==> config.mk <==
export PLATFORM = sky130hd
export DESIGN_NAME = activation_unit
export DESIGN_NICKNAME = d
export VERILOG_FILES = /design/src/rtl/activation_unit_pkg.sv /design/src/rtl/activation_unit_sigmoid_rom.sv /design/src/rtl/activation_unit.sv
export SDC_FILE = /design/constraint.sdc
export NUM_CORES = 1
export LEC_CHECK = 0
export ABC_AREA = 1
export CAP_MARGIN = 20
export CORE_MARGIN = 1.5
export CORE_UTILIZATION = 30
export CTS_CLUSTER_DIAMETER = 40
export DETAILED_ROUTE_END_ITERATION = 8
export DONT_BUFFER_PORTS = 1
export GPL_TIMING_DRIVEN = 0
export MAX_ROUTING_LAYER = met4
export PLACE_DENSITY = 0.49
export SETUP_SLACK_MARGIN = 0.05
export SYNTH_ARGS = -nofsm -noshare
export SYNTH_HDL_FRONTEND = slang
export SYNTH_SLANG_ARGS = --single-unit
export TNS_END_PERCENT = 30
==> constraint.sdc <==
create_clock -name clk -period 1.45 [get_ports clk]
set_input_delay 0.145 -clock clk [delete_from_list [all_inputs] [get_ports clk]]
set_output_delay 0.145 -clock clk [all_outputs]
set_load 0.005 [all_outputs]
==> src/rtl/activation_unit_pkg.sv <==
// Shared fixed-point helpers, mode names and the sigmoid table generator for activation_unit.
package activation_unit_pkg;

    localparam string ACT_RELU         = "relu";
    localparam string ACT_SIGMOID_FULL = "sigmoid_full";
    localparam string ACT_SIGMOID_HALF = "sigmoid_half";

    // Fractional bits of the Q(wiw).(dw-wiw) data format.
    function automatic int frac_of(input int dw, input int wiw);
        return dw - wiw;
    endfunction

    // Fixed-point representation of 1.0.
    function automatic int one_of(input int dw, input int wiw);
        return 1 << (dw - wiw);
    endfunction

    // e^y via a Taylor series on y/256, then squared eight times. Only
    // multiply/divide are used so the table builds at elaboration.
    function automatic real exp_series(input real y);
        real t;
        real term;
        real acc;
        real nr;
        t    = y / 256.0;
        term = 1.0;
        acc  = 1.0;
        nr   = 1.0;
        for (int n = 0; n < 12; n++) begin
            term = term * t / nr;
            acc  = acc + term;
            nr   = nr + 1.0;
        end
        for (int i = 0; i < 8; i++) begin
            acc = acc * acc;
        end
        return acc;
    endfunction

    // T(v) = min(round_half_up(one / (1 + e^-v)), one - 1), v = x_val / 2^x_frac.
    function automatic int sigmoid_entry(input int x_val, input int x_frac, input int one);
        real scale;
        real v;
        real r;
        int  e;
        scale = 1.0;
        for (int i = 0; i < x_frac; i++) begin
            scale = scale * 2.0;
        end
        v = $itor(x_val) / scale;
        r = $itor(one) / (1.0 + exp_series(-v));
        e = $rtoi(r + 0.5);
        if (e > one - 1) begin
            e = one - 1;
        end
        return e;
    endfunction

endpackage

==> src/rtl/activation_unit_sigmoid_rom.sv <==
// Sigmoid lookup with a registered single-port read. HALF=1 stores only v >= 0
// and mirrors negative inputs as ONE - T(|v|).
module act_sigmoid_rom
    import activation_unit_pkg::*;
#(
    parameter int DATA_WIDTH       = 16,
    parameter int WEIGHT_INT_WIDTH = 4,
    parameter int SIGMOID_SIZE     = 10,
    parameter bit HALF             = 1'b0
) (
    input  logic                    clk,
    input  logic                    sign_flag,
    input  logic [SIGMOID_SIZE-1:0] x,
    output logic [DATA_WIDTH-1:0]   result
);

    localparam int XF  = SIGMOID_SIZE - WEIGHT_INT_WIDTH;
    localparam int ONE = one_of(DATA_WIDTH, WEIGHT_INT_WIDTH);

    logic [DATA_WIDTH-1:0] result_d;
    logic [DATA_WIDTH-1:0] result_q;

    if (HALF) begin : g_half
        localparam int DEPTH = 2 ** (SIGMOID_SIZE - 1);
        logic [DATA_WIDTH-1:0]   rom [DEPTH];
        logic [SIGMOID_SIZE-2:0] idx;
        logic [DATA_WIDTH-1:0]   entry;

        for (genvar a = 0; a < DEPTH; a++) begin : g_rom
            assign rom[a] = DATA_WIDTH'(sigmoid_entry(a, XF, ONE));
        end

        // |x| with the most-negative code clamped to the last entry, then mirror on sign.
        always_comb begin
            idx = x[SIGMOID_SIZE-2:0];
            if (x == {1'b1, {(SIGMOID_SIZE-1){1'b0}}}) begin
                idx = '1;
            end else if (x[SIGMOID_SIZE-1]) begin
                idx = ~x[SIGMOID_SIZE-2:0] + (SIGMOID_SIZE-1)'(1);
            end
            entry    = rom[idx];
            result_d = sign_flag ? (DATA_WIDTH'(ONE) - entry) : entry;
        end
    end else begin : g_full
        localparam int DEPTH = 2 ** SIGMOID_SIZE;
        logic [DATA_WIDTH-1:0]   rom [DEPTH];
        logic [SIGMOID_SIZE-1:0] addr;
        logic                    sign_unused;

        for (genvar a = 0; a < DEPTH; a++) begin : g_rom
            assign rom[a] = DATA_WIDTH'(sigmoid_entry(a - 2 ** (SIGMOID_SIZE - 1), XF, ONE));
        end

        assign sign_unused = sign_flag;

        // Inverting the MSB maps signed x onto an unsigned table address.
        always_comb begin
            addr     = {~x[SIGMOID_SIZE-1], x[SIGMOID_SIZE-2:0]};
            result_d = rom[addr];
        end
    end

    // Registered table read.
    always_ff @(posedge clk) begin
        result_q <= result_d;
    end

    assign result = result_q;

endmodule

==> src/rtl/activation_unit.sv <==
// Registered activation stage after a neuron MAC: ReLU, full/half sigmoid table, or passthrough.
module activation_unit
    import activation_unit_pkg::*;
#(
    parameter int    DATA_WIDTH       = 16,
    parameter int    WEIGHT_INT_WIDTH = 4,
    parameter int    SIGMOID_SIZE     = 10,
    parameter string ACT_TYPE         = "relu"
) (
    input  logic                           clk,
    input  logic                           rst,
    input  logic                           in_valid,
    input  logic signed [2*DATA_WIDTH-1:0] sum,
    output logic        [DATA_WIDTH-1:0]   out,
    output logic                           out_valid
);

    localparam bit IS_RELU  = (ACT_TYPE == ACT_RELU);
    localparam bit IS_SFULL = (ACT_TYPE == ACT_SIGMOID_FULL);
    localparam bit IS_SHALF = (ACT_TYPE == ACT_SIGMOID_HALF);
    localparam int MSB      = 2 * DATA_WIDTH - 1;
    localparam int TOP      = MSB - WEIGHT_INT_WIDTH;

    logic out_valid_d;
    logic out_valid_q;
    logic sum_unused;

    // Each mode uses a different window of sum.
    assign sum_unused = ^sum;

    // Valid is in_valid delayed one cycle; reset wins.
    always_comb begin
        out_valid_d = rst ? 1'b0 : in_valid;
    end

    // Valid pipeline register.
    always_ff @(posedge clk) begin
        out_valid_q <= out_valid_d;
    end

    assign out_valid = out_valid_q;

    if (IS_SFULL || IS_SHALF) begin : g_sigmoid
        logic [DATA_WIDTH-1:0] rom_result;
        logic                  clear_d;
        logic                  clear_q;

        act_sigmoid_rom #(
            .DATA_WIDTH       (DATA_WIDTH),
            .WEIGHT_INT_WIDTH (WEIGHT_INT_WIDTH),
            .SIGMOID_SIZE     (SIGMOID_SIZE),
            .HALF             (IS_SHALF)
        ) u_rom (
            .clk       (clk),
            .sign_flag (sum[MSB]),
            .x         (sum[TOP -: SIGMOID_SIZE]),
            .result    (rom_result)
        );

        // The table register has no reset, so a reset edge masks its output for that cycle.
        always_comb begin
            clear_d = rst;
        end

        // Reset mask register.
        always_ff @(posedge clk) begin
            clear_q <= clear_d;
        end

        assign out = clear_q ? '0 : rom_result;
    end else begin : g_inline
        logic [DATA_WIDTH-1:0] out_d;
        logic [DATA_WIDTH-1:0] out_q;

        // Passthrough takes the aligned slice; ReLU clamps negatives and saturates overflow.
        always_comb begin
            out_d = sum[TOP -: DATA_WIDTH];
            if (IS_RELU) begin
                if (sum[MSB]) begin
                    out_d = '0;
                end else if (|sum[MSB -: WEIGHT_INT_WIDTH + 1]) begin
                    out_d = {1'b0, {(DATA_WIDTH-1){1'b1}}};
                end
            end
            if (rst) begin
                out_d = '0;
            end
        end

        // Output register.
        always_ff @(posedge clk) begin
            out_q <= out_d;
        end

        assign out = out_q;
    end

endmodule

==> results of run 1 <==
## tightest hold or removal path: stages
cell and delay [ns]:
nor2_1 0.03, nand3_2 0.10, nor2_1 0.05, nor2_1 0.07
## per-layer routing
layer	part of all wire, %	wire length, um	vias up	track usage (%)
met5	0	0	-	-
met4	1.5	14	0	7.27
met3	7.2	69	2	2.80
met2	54	514	24	20.9
met1	37	357	183	11.2
li1	-	-	209	-
## layout make-up
cell class	instances	area, um^2
buffer	3	31.3
clock buffer	4	26.3
fill	156	837
inverter	2	7.51
multi-input combinational	36	144
sequential	17	340
tap	16	20.0
timing repair buffer	17	170
## final timing paths
check                               to  depth (start not counted)  slack [ns]
hold / removal       out[8]$_SDFF_PP0_                          4        0.14
setup / recovery  out_valid$_SDFF_PP0_                          3        0.37
## per-stage QoR
step | hold WS [ns] | cell area (um^2) | setup slack (ns) | util [%] | std cells
floorplan | 0.216 | 523 | 0.669 | - | 58
global placement | 0.218 | 543 | 0.576 | 34.4 | 74
detailed placement | 0.222 | 543 | 0.567 | 34.4 | 74
CTS | 0.142 | 739 | 0.378 | 46.9 | 95
global route | 0.161 | 739 | 0.337 | 46.9 | 95
finish | 0.143 | 739 | 0.375 | 46.9 | 95
## logic make-up (layout without fill, tap and decap cells)
group / Yosys count / in the layout
flops: 17 / 17
simple gates: 35 / 35
buf+inv: 5 / 26
other cells: 1 / 1
## sequential cells by signal, summed over array words and instances (netlist names)
register	cells
out	16
out_valid	1
## repair_timing
action,4_1_cts,5_1_grt
setup endpoints to repair,0,0
endpoints found under the hold margin,16,0
hold buffers,17,0
gates resized for setup,0,0
## cells in the final DEF (no fill, tap or decap)
cell type,netlist,final
nor2_1,33,33
dlygate4sd3_1,0,17
dfxtp_1,17,17
clkbuf_4,0,3
inv_1,2,2
or2_1,1,1
buf_6,1,1
buf_8,1,1
nand3_2,1,1
buf_2,1,1
clkbuf_1,0,1
conb_1,1,1
## power by group through the flow
stage	clock, W	combinational, W	sequential, W
CTS	0.000254	0.0000694	0.000505
detailed placement	0	0.0000330	0.000516
floorplan	0	0.0000284	0.000513
finish	0.000241	0.0000693	0.000504
global placement	0	0.0000323	0.000516
global route	0.000278	0.0000779	0.000508
==> impl_metrics.env, run 1 <==
export IMPL_yosys_area_share_xor_xnor_pct=0
export IMPL_grtUsageTotal_pct=11.7
export IMPL_dieWidth_um=44.8
export IMPL_critPathTopFamily="buffers and inverters"
export IMPL_grt_start_max_net_pins=11
export IMPL_clockPowerShare_pct=29.5
export IMPL_dieArea_um2=2000
export IMPL_synth_commonest_cells="nor2_1, dfxtp_1, inv_1"
export IMPL_status="complete, no violations"
export IMPL_timing_final_crit_period_ns=1.08
export IMPL_n_antenna_cell=0
export IMPL_yosys_warnings=0
export IMPL_yosysMostFrequentCell="nor2_1"
export IMPL_wl_per_cell_um=10.1
export IMPL_finalSetupViolCount=0
export IMPL_synth_area_leaders="dfxtp_1, nor2_1, buf_8"
export IMPL_cts_tree="built"
export IMPL_comb_power_share_pct=8.5
export IMPL_synth_adder_area_share_pct=0
export IMPL_muxShareOfSynthArea_pct=0
export IMPL_start_util_pct=33.2
export IMPL_seq_area_frac_synth_pct=65.1
export IMPL_vdd_drop_max_uv=416
export IMPL_p_leak_nw=0.334
export IMPL_drtAntennaViolNets=0
export IMPL_rows=14
export IMPL_power_switching_w=0.000169
export IMPL_cp_required_ns=1.68
export IMPL_synthCells=58
export IMPL_max_cap_violations=0
export IMPL_finalHoldViolations=0
export IMPL_crit_type="in2reg"
export IMPL_die_h_um=44.8
export IMPL_final_nets=115
export IMPL_clock_sinks=17
export IMPL_postCtsSetupBuffers=0
export IMPL_slew_viol_final=0
export IMPL_power_density_nw_per_um2=1100
export IMPL_ys_seq_elements=17
export IMPL_hp_class="in2reg"
export IMPL_total_power_w=0.000814
export IMPL_crit_chain="dlygate4sd3_1 -> nor2_1 -> dlygate4sd3_1"
export IMPL_gp_congestion=0.590
export IMPL_power_frac_seq_pct=62.0
export IMPL_vias=418
export IMPL_grt_pass1_vias=390
export IMPL_area_growth_pct=41.4
export IMPL_yosysTopAreaCellShare_pct=65.1
export IMPL_first_pass_iters=3
export IMPL_cts_htree_levels=1
export IMPL_cp_arrival_ns=1.30
export IMPL_grt_pass1_wl_um=1610
export IMPL_synth_compound_area_share_pct=0
export IMPL_synth_simple_area_share_pct=26.8
export IMPL_clkTransAtPathRegs_ns=0.09
export IMPL_ioPinCount=52
export IMPL_cp_slowest_stage_delay_ns=0.54
export IMPL_rsz0062_at_grt="no"
export IMPL_core_area_um2=1580
export IMPL_syn_avg_cell_area_um2=9.02
export IMPL_crit_fanout=2
export IMPL_io_buffers=0
export IMPL_cts_path_max_buffers=2
export IMPL_synth_top_family_by_area="simple AND/OR/NAND/NOR gates"
export IMPL_tns_ns=0
export IMPL_internal_power_w=0.000645
export IMPL_clock_root_buffer="clkbuf_4"
export IMPL_crit_top_cell="dlygate4sd3_1"
export IMPL_synth_area_um2=523
export IMPL_sw_frac_of_total_pct=20.8
export IMPL_synthDistinctLibCells=9
export IMPL_grt_overflow=0
export IMPL_drive_gt1_share_pct=8.86
export IMPL_vias_per_cell=4.40
export IMPL_cts_buffers=3
export IMPL_antenna_found_initial=0
export IMPL_ys_async_sr_fraction_pct=0
export IMPL_drc=0
export IMPL_end_kind="flip-flop"
export IMPL_fin_crit_sh_pct=74.1
export IMPL_ys_flop_type="dfxtp_1"
export IMPL_synth_top_area_cell="dfxtp_1"
export IMPL_start_kind="primary input"
export IMPL_hold_path_startpoint="sum[27]"
export IMPL_synth_nets=93
export IMPL_fmax_mhz=930
export IMPL_drtIter0Drc=5
export IMPL_critPathBufInv=2
export IMPL_synth_edf_count=0
export IMPL_crit_slowest_cell="dlygate4sd3_1"
export IMPL_drt_wl_total_um=956
export IMPL_startpoint="rst"
Note: power is estimated with default switching activity, not from simulation.
==> inputs of run 2 (changes only) <==
--- a/config.mk
+++ b/config.mk
@@ -14,7 +14,7 @@
 export DONT_BUFFER_PORTS = 1
 export GPL_TIMING_DRIVEN = 0
 export MAX_ROUTING_LAYER = met4
-export PLACE_DENSITY = 0.49
+export PLACE_DENSITY = 0.5
 export SETUP_SLACK_MARGIN = 0.05
 export SYNTH_ARGS = -nofsm -noshare
 export SYNTH_HDL_FRONTEND = slang
==> constraint.sdc (replaced) <==
create_clock -name clk -period 0.9 [get_ports clk]
set_input_delay 0.09 -clock clk [delete_from_list [all_inputs] [get_ports clk]]
set_output_delay 0.09 -clock clk [all_outputs]
set_load 0.005 [all_outputs]
==> run 2 against run 1 <==
Core utilization grew 0.079 points. Global-route usage down 0.46 points. Die area is the same. Via count fell by 3.6%. Sequential power is 62% higher. Cell count unchanged. Sequential share of layout area shrank 0.078 points. Setup slack got worse by 0.19 ns. Critical path type is now reg2out. Highest routed layer is now met3.
==> impl_metrics.env, run 2 (synthesis results as in run 1) <==
export IMPL_power_density_nw_per_um2=1760
export IMPL_gr_usage_met2_pct=20.0
export IMPL_vias_per_cell=4.24
export IMPL_timing_final_crit_period_ns=0.713
export IMPL_clock_sinks=17
export IMPL_io_buffers=0
export IMPL_clock_root_buffer="clkbuf_4"
export IMPL_rows=14
export IMPL_start_kind="flip-flop"
export IMPL_max_cap_violations=0
export IMPL_crit_type="reg2out"
export IMPL_cp_required_ns=0.81
export IMPL_placed_cells=74
export IMPL_cts_path_max_buffers=2
export IMPL_drt_wl_total_um=952
export IMPL_top_usage_layer="met2"
export IMPL_layout_commonest_cell="nor2_1"
export IMPL_area_growth_pct=41.6
export IMPL_largest_reg_flops=16
export IMPL_final_nets=115
export IMPL_start_util_pct=33.2
export IMPL_status="complete, no violations"
export IMPL_grt_pass1_vias=402
export IMPL_hold_slack_ns=0.0858
export IMPL_use_met3_pct=5.20
export IMPL_drive_gt1_share_pct=10.1
export IMPL_crit_fanout=1
export IMPL_cts_tree="built"
export IMPL_grt_start_max_net_pins=11
export IMPL_use_met1_pct=10.6
export IMPL_cp_arrival_ns=0.62
export IMPL_fin_crit_sh_pct=79.2
export IMPL_vias=403
export IMPL_postCtsSetupBuffers=0
export IMPL_placed_area_um2=543
export IMPL_finalHoldViolations=0
export IMPL_core_area_um2=1580
export IMPL_grt_pass1_wl_um=1570
export IMPL_design_area_um2=741
export IMPL_dieArea_um2=2000
export IMPL_finalSetupViolCount=0
export IMPL_p_leak_nw=0.336
export IMPL_antenna_found_initial=0
export IMPL_fmax_mhz=1400
export IMPL_tns_ns=0
export IMPL_drc=0
export IMPL_vdd_drop_max_uv=771
export IMPL_drtAntennaViolNets=0
export IMPL_rsz0062_at_grt="no"
export IMPL_instances_no_fill=95
export IMPL_dieWidth_um=44.8
export IMPL_first_pass_iters=3
export IMPL_grt_overflow=0
export IMPL_die_h_um=44.8
export IMPL_grtUsageTotal_pct=11.3
export IMPL_ioPinCount=52
export IMPL_cts_buffers=3
export IMPL_end_kind="output pin"
export IMPL_gp_congestion=0.607
export IMPL_drtIter0Drc=6
export IMPL_hpwl_um=611
export IMPL_fillers=159
export IMPL_slew_viol_final=0
export IMPL_n_antenna_cell=0
export IMPL_hp_class="in2reg"
export IMPL_cts_resized_gates=0
export IMPL_clkTransAtPathRegs_ns=0.09
export IMPL_wl_per_cell_um=10.0
export IMPL_cts_htree_levels=1
export IMPL_layout_common_cells="nor2_1, dlygate4sd3_1, dfxtp_1"
==> run 2: cell types whose count changed in the layout (fill, tap and decap cells not counted), sizes merged <==
cell and change:
clkbuf -1, clkinv +1
==> run 2: worst paths after layout <==
path | cells past startpoint | startpoint | endpoint | slack, ns
max | 0 | out_valid$_SDFF_PP0_ | out_valid | 0.19
min | 4 | sum[27] | out[9]$_SDFF_PP0_ | 0.09
==> run 2: cell type report <==
cell class | count | area, um^2 | area share [%]
plain buffers | 3 | 31.3 | 4.22
clock buffers | 3 | 22.5 | 3.04
clock inverters | 1 | 5.00 | 0.676
inverters | 2 | 7.51 | 1.01
multi-input cells | 36 | 144 | 19.4
flip-flops and latches | 17 | 340 | 45.9
well taps | 16 | 20.0 | 2.70
repair buffers | 17 | 170 | 23.0
==> run 2: timing repair <==
item / 4_1_cts / 5_1_grt
hold buffers: 17 / 0
hold endpoints to repair: 16 / 0
endpoints found under the setup margin: 0 / 0
==> run 2: stage by stage <==
stage	utilization (%)	setup slack, ns	power (W)
2_1_floorplan	-	0.174	0.000873
3_3_place_gp	34.4	0.0811	0.000884
3_5_place_dp	34.4	0.0714	0.000886
4_1_cts	47.0	0.163	0.00134
5_1_grt	47.0	0.134	0.00140
6_report	47.0	0.187	0.00131
==> run 2: report_power, final <==
group	leakage [nW]	switching (W)	internal (W)
clock network	0.0177	0.000218	0.000165
logic	0.176	0.0000372	0.0000739
registers	0.142	0.0000197	0.000794
total	0.336	0.000275	0.00103
==> run 2: per-layer routing <==
layer	part of all wire (%)	up-vias
met5	0	-
met2	50	25
li1	-	212
met3	9.3	0
met1	41	166
met4	0	0
